<file path="src/rtl/tree_router_node.sv">
// tree_router_node: one tree-NoC router node with a parent port (index 0) and
// NUM_CHILD child ports (1..NUM_CHILD). Every input has a FIFO. Every output has
// an arbiter and a registered valid/ready stage.
// Arbitration is set by TREE_ROUTER_RR_ARB_EN. When it is defined, each output
// uses a round-robin arbiter. When it is undefined, the lowest input index wins.
module tree_router_node #(
  parameter int NUM_CHILD   = 2,
  parameter int DATA_W      = 9,
  parameter int ADDR_W      = 4,
  parameter int LEVEL       = 0,
  parameter int NODE_PREFIX = 0,
  parameter int FIFO_DEPTH  = 4,
  localparam int NP         = NUM_CHILD + 1,
  localparam int GW         = (NP > 1) ? $clog2(NP) : 1
) (
  input  logic                 CLK,
  input  logic                 _RESET,
  input  logic [NP*DATA_W-1:0] in_data,
  input  logic [NP-1:0]        in_valid,
  output logic [NP-1:0]        in_ready,
  output logic [NP*DATA_W-1:0] out_data,
  output logic [NP-1:0]        out_valid,
  input  logic [NP-1:0]        out_ready,
  output logic [NP*GW-1:0]     out_grant,
  output logic                 route_err
);

  localparam int CHILD_W = $clog2(NUM_CHILD);
  localparam int PTR_W   = $clog2(FIFO_DEPTH);
  localparam int CNT_W   = PTR_W + 1;
  localparam int CIDX_LO = LEVEL * CHILD_W;
  localparam int PFX_LO  = (LEVEL + 1) * CHILD_W;

  logic [DATA_W-1:0] r_mem      [NP][FIFO_DEPTH];
  logic [PTR_W-1:0]  r_rdPtr    [NP];
  logic [PTR_W-1:0]  r_wrPtr    [NP];
  logic [CNT_W-1:0]  r_count    [NP];
  logic [NP-1:0]     r_inReady;
  logic [DATA_W-1:0] r_outData  [NP];
  logic [GW-1:0]     r_outGrant [NP];
  logic [NP-1:0]     r_outValid;
  logic              r_routeErr;

  logic [DATA_W-1:0] w_head     [NP];
  logic [GW-1:0]     w_dest     [NP];
  logic [NP-1:0]     w_headVld;
  logic [NP-1:0]     w_uturn;
  logic [NP-1:0]     w_req      [NP];
  logic [NP-1:0]     w_load;
  logic [NP-1:0]     w_winVld;
  logic [GW-1:0]     w_winner   [NP];
  logic [NP-1:0]     w_push;
  logic [NP-1:0]     w_pop;
  logic [CNT_W-1:0]  w_countNext [NP];

  // Per-input route decision on the FIFO head. Output registers are unpacked
  // onto the flat buses here.
  for (genvar p = 0; p < NP; p++) begin : g_port
    logic [ADDR_W-1:0]  w_addr;
    logic [CHILD_W-1:0] w_cidx;
    logic               w_pfxOk;

    assign w_head[p]    = r_mem[p][r_rdPtr[p]];
    assign w_headVld[p] = (r_count[p] != '0);
    assign w_addr       = w_head[p][ADDR_W-1:0];
    assign w_cidx       = w_addr[CIDX_LO +: CHILD_W];
    assign w_pfxOk      = (PFX_LO >= ADDR_W) || ((w_addr >> PFX_LO) == ADDR_W'(NODE_PREFIX));
    assign w_dest[p]    = ((p == 0) || w_pfxOk) ? (GW'(w_cidx) + GW'(1)) : '0;
    assign w_uturn[p]   = (p != 0) && w_headVld[p] && (w_dest[p] == GW'(p));

    assign out_data[p*DATA_W +: DATA_W] = r_outData[p];
    assign out_grant[p*GW +: GW]        = r_outGrant[p];
  end

  assign in_ready  = r_inReady;
  assign out_valid = r_outValid;
  assign route_err = r_routeErr;

`ifdef TREE_ROUTER_RR_ARB_EN
  logic [GW-1:0] r_rrPtr [NP];
`endif

  // Per-output request gathering and winner selection.
  always_comb begin
`ifdef TREE_ROUTER_RR_ARB_EN
    int idx;
    idx = 0;
`endif
    for (int o = 0; o < NP; o++) begin
      w_req[o] = '0;
      for (int p = 0; p < NP; p++) begin
        w_req[o][p] = w_headVld[p] && !w_uturn[p] && (w_dest[p] == GW'(o));
      end
      w_load[o]   = !r_outValid[o] || out_ready[o];
      w_winVld[o] = |w_req[o];
      w_winner[o] = '0;
`ifdef TREE_ROUTER_RR_ARB_EN
      for (int k = NP - 1; k >= 0; k--) begin
        idx = (int'(r_rrPtr[o]) + k) % NP;
        if (w_req[o][idx]) w_winner[o] = GW'(idx);
      end
`else
      for (int k = NP - 1; k >= 0; k--) begin
        if (w_req[o][k]) w_winner[o] = GW'(k);
      end
`endif
    end
  end

  // FIFO push/pop decisions. A head pops when it wins a loading output or when
  // it is a U-turn being dropped.
  always_comb begin
    for (int p = 0; p < NP; p++) begin
      w_push[p] = in_valid[p] && r_inReady[p];
      w_pop[p]  = w_uturn[p];
      for (int o = 0; o < NP; o++) begin
        if (w_load[o] && w_winVld[o] && (w_winner[o] == GW'(p))) w_pop[p] = 1'b1;
      end
      w_countNext[p] = r_count[p] + CNT_W'(w_push[p]) - CNT_W'(w_pop[p]);
    end
  end

  // FIFO storage. Stale contents are harmless because the pointers reset.
  always_ff @(posedge CLK) begin
    for (int p = 0; p < NP; p++) begin
      if (_RESET && w_push[p]) r_mem[p][r_wrPtr[p]] <= in_data[p*DATA_W +: DATA_W];
    end
  end

  // FIFO pointers, occupancy and the registered in_ready derived from occupancy.
  always_ff @(posedge CLK) begin
    if (!_RESET) begin
      for (int p = 0; p < NP; p++) begin
        r_rdPtr[p] <= '0;
        r_wrPtr[p] <= '0;
        r_count[p] <= '0;
      end
      r_inReady <= '0;
    end else begin
      for (int p = 0; p < NP; p++) begin
        if (w_push[p]) r_wrPtr[p] <= r_wrPtr[p] + PTR_W'(1);
        if (w_pop[p])  r_rdPtr[p] <= r_rdPtr[p] + PTR_W'(1);
        r_count[p]   <= w_countNext[p];
        r_inReady[p] <= (w_countNext[p] < CNT_W'(FIFO_DEPTH));
      end
    end
  end

  // Output registers and the sticky U-turn error flag.
  always_ff @(posedge CLK) begin
    if (!_RESET) begin
      for (int o = 0; o < NP; o++) begin
        r_outData[o]  <= '0;
        r_outGrant[o] <= '0;
      end
      r_outValid <= '0;
      r_routeErr <= 1'b0;
    end else begin
      for (int o = 0; o < NP; o++) begin
        if (w_load[o]) begin
          if (w_winVld[o]) begin
            r_outData[o]  <= w_head[w_winner[o]];
            r_outGrant[o] <= w_winner[o];
            r_outValid[o] <= 1'b1;
          end else begin
            r_outValid[o] <= 1'b0;
          end
        end
      end
      r_routeErr <= r_routeErr | (|w_uturn);
    end
  end

`ifdef TREE_ROUTER_RR_ARB_EN
  // Round-robin pointers move past the winner, and only when the output loads.
  always_ff @(posedge CLK) begin
    if (!_RESET) begin
      for (int o = 0; o < NP; o++) r_rrPtr[o] <= '0;
    end else begin
      for (int o = 0; o < NP; o++) begin
        if (w_load[o] && w_winVld[o]) begin
          r_rrPtr[o] <= (w_winner[o] == GW'(NP - 1)) ? '0 : (w_winner[o] + GW'(1));
        end
      end
    end
  end
`endif

endmodule

</file>
<file path="config.mk">
export PLATFORM = sky130hd
export DESIGN_NAME = tree_router_node
export DESIGN_NICKNAME = d
export VERILOG_FILES = /design/src/rtl/tree_router_node.sv
export SDC_FILE = /design/constraint.sdc
export NUM_CORES = 1
export LEC_CHECK = 0
export ABC_CLOCK_PERIOD_IN_PS = 8270
export CORE_MARGIN = 2
export CORE_UTILIZATION = 39
export CTS_BUF_LIST = sky130_fd_sc_hd__clkbuf_16
export DETAILED_ROUTE_END_ITERATION = 12
export GPL_ROUTABILITY_DRIVEN = 0
export HOLD_SLACK_MARGIN = 0.02
export SLEW_MARGIN = 30
export SYNTH_ARGS = -nofsm -noshare
export SYNTH_HDL_FRONTEND = slang
export SYNTH_SLANG_ARGS = --single-unit
</file>
<file path="constraint.sdc">
create_clock -name CLK -period 8.27 [get_ports CLK]
set_input_delay 2.481 -clock CLK [delete_from_list [all_inputs] [get_ports CLK]]
set_output_delay 2.481 -clock CLK [all_outputs]
set_load 0.01 [all_outputs]
</file>
; ---- Yosys cells after proc, flatten, opt, wreduce, memory -nomap -nowiden
; Memory sizes are Yosys's and may differ from the RTL's.
; Cells that the tools add are included.
[word_totals]
reg_bits = 7
ramBits = 162
inputBits = 35
output_inout_bits = 40
elab_cells = 232
mem_count = 6
[op_classes]
n_addsub = 15
magnitude_cmp = 15
eq_ne = 12
n_mux = 97
n_bitwise = 25
n_reduce_logical = 57
[mem_list]
columns = memory, depth, word_bits, read_ports, rd_clocked_by_memory_dff, wr, line
row1 = r_mem, 3, 36, 3, 0, 3, 34  ; logic [DATA_W-1:0] r_mem [NP][FIFO_DEPTH];
row2 = r_outData, 3, 9, 3, 0, 3, 39  ; logic [DATA_W-1:0] r_outData [NP];
row3 = r_count, 3, 3, 3, 0, 3, 37  ; logic [CNT_W-1:0] r_count [NP];
row4 = r_outGrant, 3, 2, 3, 0, 3, 40  ; logic [GW-1:0] r_outGrant [NP];
row5 = r_rdPtr, 3, 2, 3, 0, 3, 35  ; logic [PTR_W-1:0] r_rdPtr [NP];
row6 = r_wrPtr, 3, 2, 3, 0, 3, 36  ; logic [PTR_W-1:0] r_wrPtr [NP];
[op_table]
columns = operator, count
row1 = $mux 9, 18
row2 = $bmux 9 s2, 6
row3 = $mux 36, 3
row4 = $demux 9 s2, 3
row5 = $mux 1, 44
row6 = $mux 2, 20
row7 = $logic_and 1x1->1, 34
row8 = $ge 3x3->1 const B, 9
row9 = $not 2->3, 9
row10 = $or 1x1->1, 16
row11 = $add 2x1->2 const B, 6
row12 = $eq 2x1->1 const B, 6
row13 = $eq 2x2->1 const B, 6
row14 = $logic_not 2->1, 6
row15 = $add 3x1->3, 3
row16 = $lt 3x1->1 const B, 3
row17 = $lt 3x3->1 const B, 3
row18 = $mux 3, 3
row19 = $reduce_bool 3->1, 3
row20 = $reduce_or 3->1, 3
row21 = $sub 3x1->3, 3
row22 = $logic_not 4->1, 2
row23 = $add 1x1->2 const B, 3
row24 = $logic_not 1->1, 5
row25 = other kinds (2), 4

; ---- Longest topological paths before layout
; Gate-level depths: netlist of the first run.
; An unclocked memory read counts as a cell.
[depth]
ltp_word = 24
ltp_mapped = 14
ltp_nobuf = 13

; ---- Worst setup path after synthesis of the first run
; OpenSTA, ideal clock, no wires.
[synth_timing]
kind = input-to-reg
startpoint = input port out_ready[1]
endpoint = memory r_count[0][8] (netlist name)
setup_ns = 0.115
arrival_time_ns = 4.415
path_slack_ns = 3.740
cell_stages = 11
cell_sequence = nand2b_1 o21ai_0 a21oi_1 o21ai_1 inv_1 ha_1 inv_1 ha_1 fa_1 xnor2_1 and2_1
[synth_rtl]
columns = item, line
row1 = start: declaration, 23  ; input logic [NP-1:0] out_ready,
row2 = end: declaration, 37

==> reports/qor.yml, run 1 <==
place:
  hpwlAfterDp_um: 9830
  dp_cells: 726
  io_buffers: 74
  postPlaceCellArea_sq_um: 8180
cts:
  cts_buffers: 17
  path_clk_slew_ns: 0.06
  tritoncts: "built"
  cts_buffer_depth: 2
  postCtsHoldBufs: 0
  cts_setup_buffers: 0
  htree_levels: 4
  cts.sinks: 169
  cts-resized-gates: 0
  cts_root_buffer: "clkbuf_16"
  insertion_delay_ns: 0.42
sta:
  max_slew_margin: 0.512
  finalClockSkew_ns: 0.00837
  worst_pin_slew_ns: 0.732
  fmax_mhz: 205
  setup_violations: 0
  period_minus_slack_ns: 4.88
  hold_slack_ns: 0.560
  rsz0062_at_grt: "no"
  fin_crit_sh: 0.590
  slew_violations: 0
  fin_tns_setup_ns: 0
  hold_viol_final: 0
routing:
  via_per_inst: 5.05
  drt-wirelength-per-cell_um: 18.6
  drt_wl_total_um: 14100
  vias: 3816
  ant_nets: 0
  drt_iter0_drc: 299
  dr.pass1.iters: 11
  drc_errors: 9
final_layout:
  drive_above_1_share: 0.131
  syn_to_final_growth_pct: 20.8
  final_area_sq_um: 8730
  fillers: 1505
  layout.cells.non_filler: 756
  nets: 572
  fin_util: 0.483
  num_antenna_cells: 0
floorplan:
  die_h_um: 140
  coreArea_sq_um: 18100
  initial_core_util: 0.400
  die_x_um: 140
  die_area_sq_um: 19600
  rows: 49
  io_pins: 75
setup_path:
  rr_endpoint: "r_count[0][8]"
  cp.arrival_ns: 5.23
  worstSetupPathType: "in -> reg"
  worstSetupEndpointType: "register"
  worstRegToRegCells: 11
  start_kind: "input port"
  r2r_start: "r_rdPtr[0][4]"
  cp_max_fo: 8
  r2r_slack_ns: 4.34
  required_ns: 8.63
flow_run:
  cap_violations: 0
run_status:
  violations: "design-rule violations"
  status: "finished, violations left"
synth:
  synth_seq_cells: 169
  ys.flop_type: "edfxtp_1"
  synth_cells: 437
  synth_area_sq_um: 7230
  synth.avg_cell_area_sq_um: 16.5
  synth_warnings: 0
  synth_edf_count: 153
  async_reset_ff_frac: 0
  ys_types: 45
  ys_seq_area_frac: 0.680
grt:
  antenna_found_initial: 0
  grt_usage: 0.151
  grt_overflow: 0
  grt_pass1_wl_um: 22100
  grt_pass1_vias: 3872
  grt_max_degree: 50
power_and_ir_drop:
  switching_power_w: 0.00100
  power-per-cell-area_nw_per_um2: 353
  internal-power_w: 0.00208
  swShare: 0.326
  p_clk_frac: 0.244
  p_comb_frac: 0.346
  pwr-share-seq: 0.410
  p_leak_nw: 3.16
  worst_ir_drop_vdd_v: 0.000173
hold_path:
  hold_path_depth: 1
  hold-path-endpoint: "route_err"
  hold_path.class: "reg -> reg"
  hold_path.startpoint: "route_err"
through the flow:
stage | setup WS (ns) | power, W
2_1_floorplan | 3.74 | 0.00198
3_3_place_gp | 3.08 | 0.00234
3_5_place_dp | 2.98 | 0.00236
4_1_cts | 3.44 | 0.00312
5_1_grt | 3.24 | 0.00326
6_report | 3.39 | 0.00308
layout make-up:
type	count	area, sq um	area share
Inverter	19	71.3	0.00817
Tap cell	229	287	0.0328
Sequential cell	169	4910	0.563
Multi-Input combinational cell	230	2120	0.243
Timing Repair Buffer	79	778	0.0891
Clock inverter	13	134	0.0153
Clock buffer	17	425	0.0487
layout by cell type, fill, tap and decap left out, types with 7 or more instances in the layout:
master	synthesis	final
a21oi_1	11	11
and2_1	13	13
and3_1	14	14
clkbuf_16	0	17
clkdlybuf4s50_1	0	74
dfxtp_1	16	16
edfxtp_1	153	153
ha_1	18	18
inv_1	19	21
mux2i_1	15	15
mux4_1	7	7
mux4_2	20	20
nand2_1	17	17
nand2b_1	10	10
nor2_1	34	34
nor2b_1	9	9
o21ai_0	7	7
cell usage after synthesis, types with 5 or more instances:
library cell / n / share of area
edfxtp_1: 153 / 0.64
a21oi_1: 11 / 0.0076
nor2b_1: 9 / 0.0078
a211oi_2: 6 / 0.010
clkbuf_1: 8 / 0.0042
and3_1: 14 / 0.012
nand2b_1: 10 / 0.0087
mux4_2: 20 / 0.062
mux4_1: 7 / 0.025
mux2i_1: 15 / 0.021
nor2_1: 34 / 0.018
nand2_1: 17 / 0.0088
dfxtp_1: 16 / 0.044
nor3_1: 5 / 0.0035
inv_1: 19 / 0.0099
and2_1: 13 / 0.011
o21ai_0: 7 / 0.0048
xor2_1: 6 / 0.0073
ha_1: 18 / 0.031
kinds of logic after synthesis:
kind of cell	synth area share
DFF	0.680
AOI/OAI and AO/OA	0.0531
xor gates and xnor gates	0.0109
muxes	0.108
and+or+nand+nor	0.0808
buffers and inverters	0.0272
other	0.000519
adders and majority gates	0.0394
per-layer routing:
| metal | GRT usage | vias to the layer above | part of all wire | wire length (um) |
|---|---|---|---|---|
| li1 | - | 1817 | - | - |
| met1 | 0.199 | 1899 | 0.45 | 6260 |
| met2 | 0.248 | 92 | 0.50 | 7030 |
| met3 | 0.0400 | 8 | 0.046 | 652 |
| met4 | 0.0415 | 0 | 0.0075 | 106 |
| met5 | 0 | - | 0 | 0 |
critical path: stages:
cell	delay (ns)
clkdlybuf4s50_1	0.39
nand2b_1	0.24
o21ai_0	0.12
a21oi_1	0.08
o21ai_1	0.48
inv_1	0.09
ha_1	0.30
inv_1	0.04
ha_1	0.21
fa_1	0.42
xnor2_1	0.23
and2_1	0.16
worst max-delay path by stage:
stage                 startpoint            end  cells after the start
finish              out_ready[1]  r_count[0][8]                     12
global route        out_ready[1]  r_count[0][8]                     12
CTS                 out_ready[1]  r_count[0][8]                     12
detailed placement  out_ready[1]  r_count[0][8]                     12
global placement    out_ready[1]  r_count[0][8]                     12
floorplan           out_ready[1]  r_count[0][8]                     11
power groups by stage:
| stage | Sequential, W | Clock [W] | Combinational (W) |
|---|---|---|---|
| after floorplan | 0.00125 | 0 | 0.000737 |
| after global placement | 0.00128 | 0 | 0.00106 |
| after detailed placement | 0.00129 | 0 | 0.00107 |
| after CTS | 0.00127 | 0.000768 | 0.00108 |
| after global routing | 0.00129 | 0.000805 | 0.00117 |
| final | 0.00126 | 0.000752 | 0.00107 |
state kept, by name (all words and copies together), names as in the netlist:
| signal | cells |
|---|---|
| r_wrPtr | 6 |
| r_outData | 27 |
| in_ready | 3 |
| r_mem | 108 |
| r_rdPtr | 6 |
| r_outGrant | 6 |
| route_err | 1 |
| out_valid | 3 |
| r_count | 9 |
(Power assumes the default switching activity.)
==> run 2: changes to the inputs <==
--- a/config.mk
+++ b/config.mk
@@ -5,7 +5,7 @@
 export SDC_FILE = /design/constraint.sdc
 export NUM_CORES = 1
 export LEC_CHECK = 0
-export ABC_CLOCK_PERIOD_IN_PS = 8270
+export ABC_CLOCK_PERIOD_IN_PS = 4500
 export CORE_MARGIN = 2
 export CORE_UTILIZATION = 39
 export CTS_BUF_LIST = sky130_fd_sc_hd__clkbuf_16
==> constraint.sdc (replaced) <==
create_clock -name CLK -period 4.5 [get_ports CLK]
set_input_delay 1.35 -clock CLK [delete_from_list [all_inputs] [get_ports CLK]]
set_output_delay 1.35 -clock CLK [all_outputs]
set_load 0.01 [all_outputs]
==> run 2 against run 1 <==
  * The flow still finishes with violations (design-rule violations)
  * Clock power up 84%
  * Final area up 0.43%
  * Clock-buffer cell count unchanged
  * Cell count up 0.79%
  * Total power up 85%
  * Non-clock buffer count up 4
  * Clock skew about the same
  * Routed wire length down 0.82%
  * Core utilization up 0.21 points
  * Critical path type is now reg -> reg
  * Critical endpoint unchanged
==> reports/qor.yml, run 2 (synthesized netlist as in run 1, its figures left out) <==
run_status:
  status: "finished, violations left"
  violations: "design-rule violations"
final_layout:
  syn_to_final_growth_pct: 21.3
  num_antenna_cells: 0
  fin_util: 0.485
  layout_common_cells: "edfxtp_1 (153), clkdlybuf4s50_1 (74), nor2_1 (34)"
  layout.cells.non_filler: 762
  largest_register_ffs: 108
  drive_above_1_share: 0.146
  final_common_cell: "edfxtp_1"
  nets: 576
setup_path:
  crit_chain: "mux4_1 > nor3_2 > nor3_1 > o21ai_1 > buf_4 > inv_1 > ha_1 > inv_1 > ha_1 > fa_1 > xnor2_1 > and2_1"
  worstSetupEndpointType: "register"
  cp.arrival_ns: 3.96
  worstRegToRegCells: 12
  start_kind: "register"
  worstSetupPathType: "reg -> reg"
  r2r_start: "r_rdPtr[0][4]"
  crit_slowest_cell: "mux4_1"
  worst-path-buf-inv: 3
  critPathTopFamily: "adder cells"
  slowest_delay_ns: 0.79
  cp_max_fo: 11
  cp.depth: 12
  startpoint: "r_rdPtr[0][4]"
  required_ns: 4.82
power_and_ir_drop:
  power-per-cell-area_nw_per_um2: 649
  worst_ir_drop_vdd_v: 0.000350
  p_leak_nw: 3.18
flow_run:
  cap_violations: 0
sta:
  fin_tns_setup_ns: 0
  slew_violations: 0
  fmax_mhz: 275
  setup_slack_ns: 0.860
  worst_pin_slew_ns: 0.579
  period_minus_slack_ns: 3.64
  fin_crit_sh: 0.809
  hold_viol_final: 0
  finalClockSkew_ns: 0.00863
  max_slew_margin: 0.614
  hold_slack_ns: 0.576
  setup_violations: 0
  rsz0062_at_grt: "no"
routing:
  drt_wl_total_um: 13900
  drc_errors: 8
  dr.pass1.iters: 10
  vias: 3830
  ant_nets: 0
  via_per_inst: 5.03
  drt_iter0_drc: 216
  drt-wirelength-per-cell_um: 18.3
cts:
  path_clk_slew_ns: 0.07
  cts.sinks: 169
  cts_setup_buffers: 0
  cts-resized-gates: 0
  cts_root_buffer: "clkbuf_16"
  cts_buffers: 17
  cts_buffer_depth: 2
  insertion_delay_ns: 0.42
  htree_levels: 4
  postCtsHoldBufs: 0
  tritoncts: "built"
floorplan:
  coreArea_sq_um: 18100
  die_area_sq_um: 19600
  initial_core_util: 0.400
  die_x_um: 140
  io_pins: 75
  die_h_um: 140
  rows: 49
grt:
  grt_usage: 0.150
  grt_pass1_wl_um: 21800
  antenna_found_initial: 0
  grt_overflow: 0
  grt_max_degree: 46
  grt_pass1_vias: 3944
place:
  io_buffers: 74
  dp_cells: 730
  hpwlAfterDp_um: 9910
  place_ws_ns: 0.454
hold_path:
  hold_path_depth: 1
  hold_path.class: "reg -> reg"
  hold_path.startpoint: "route_err"
-- run 2: changes by cell type in the layout (fill, tap and decap cells not counted), sizes merged --
cell      previous run  this run
clkinvlp             2         3
inv                 22        24
bufinv               2         1
buf                  5         9
-- run 2: layout make-up --
cell class | count | area (sq um)
Fill cell | 1533 | 9310
Sequential cell | 169 | 4910
Multi-Input combinational cell | 230 | 2120
Timing Repair Buffer | 83 | 808
Clock buffer | 17 | 425
Tap cell | 229 | 287
Clock inverter | 15 | 141
Inverter | 19 | 71.3
-- run 2: worst reg2reg max path: stages (launching register included) --
cell      delay (ns)
edfxtp_1        0.71
mux4_1          0.80
nor3_2          0.34
nor3_1          0.10
o21ai_1         0.15
buf_4           0.18
inv_1           0.05
ha_1            0.27
inv_1           0.04
ha_1            0.20
fa_1            0.41
xnor2_1         0.15
and2_1          0.15
-- run 2: per-stage QoR --
step	cell area, sq um	power (W)
finish	8770	0.00569
global route	8770	0.00604
CTS	8770	0.00576
detailed placement	8210	0.00437
global placement	8210	0.00432
floorplan	7240	0.00365
-- run 2: worst paths after layout --
| check | to | slack, ns |
|---|---|---|
| setup / recovery | r_count[0][8] | 0.86 |
| hold / removal | route_err | 0.58 |
| setup reg to reg | r_count[0][8] | 0.86 |
| hold reg to reg | route_err | 0.58 |
-- run 2: power breakdown --
group          total, W  switching, W  internal, W
registers       0.00228      0.000201      0.00208
logic           0.00203       0.00108     0.000952
clock network   0.00138      0.000613     0.000771
-- run 2: routing by layer --
layer  up-vias  wire (um)  GRT usage
met1      1897       6090      0.188
met5         -          0          0
met3        15        662     0.0359
li1       1828          -          -
met2        90       7000      0.252
met4         0        189     0.0558
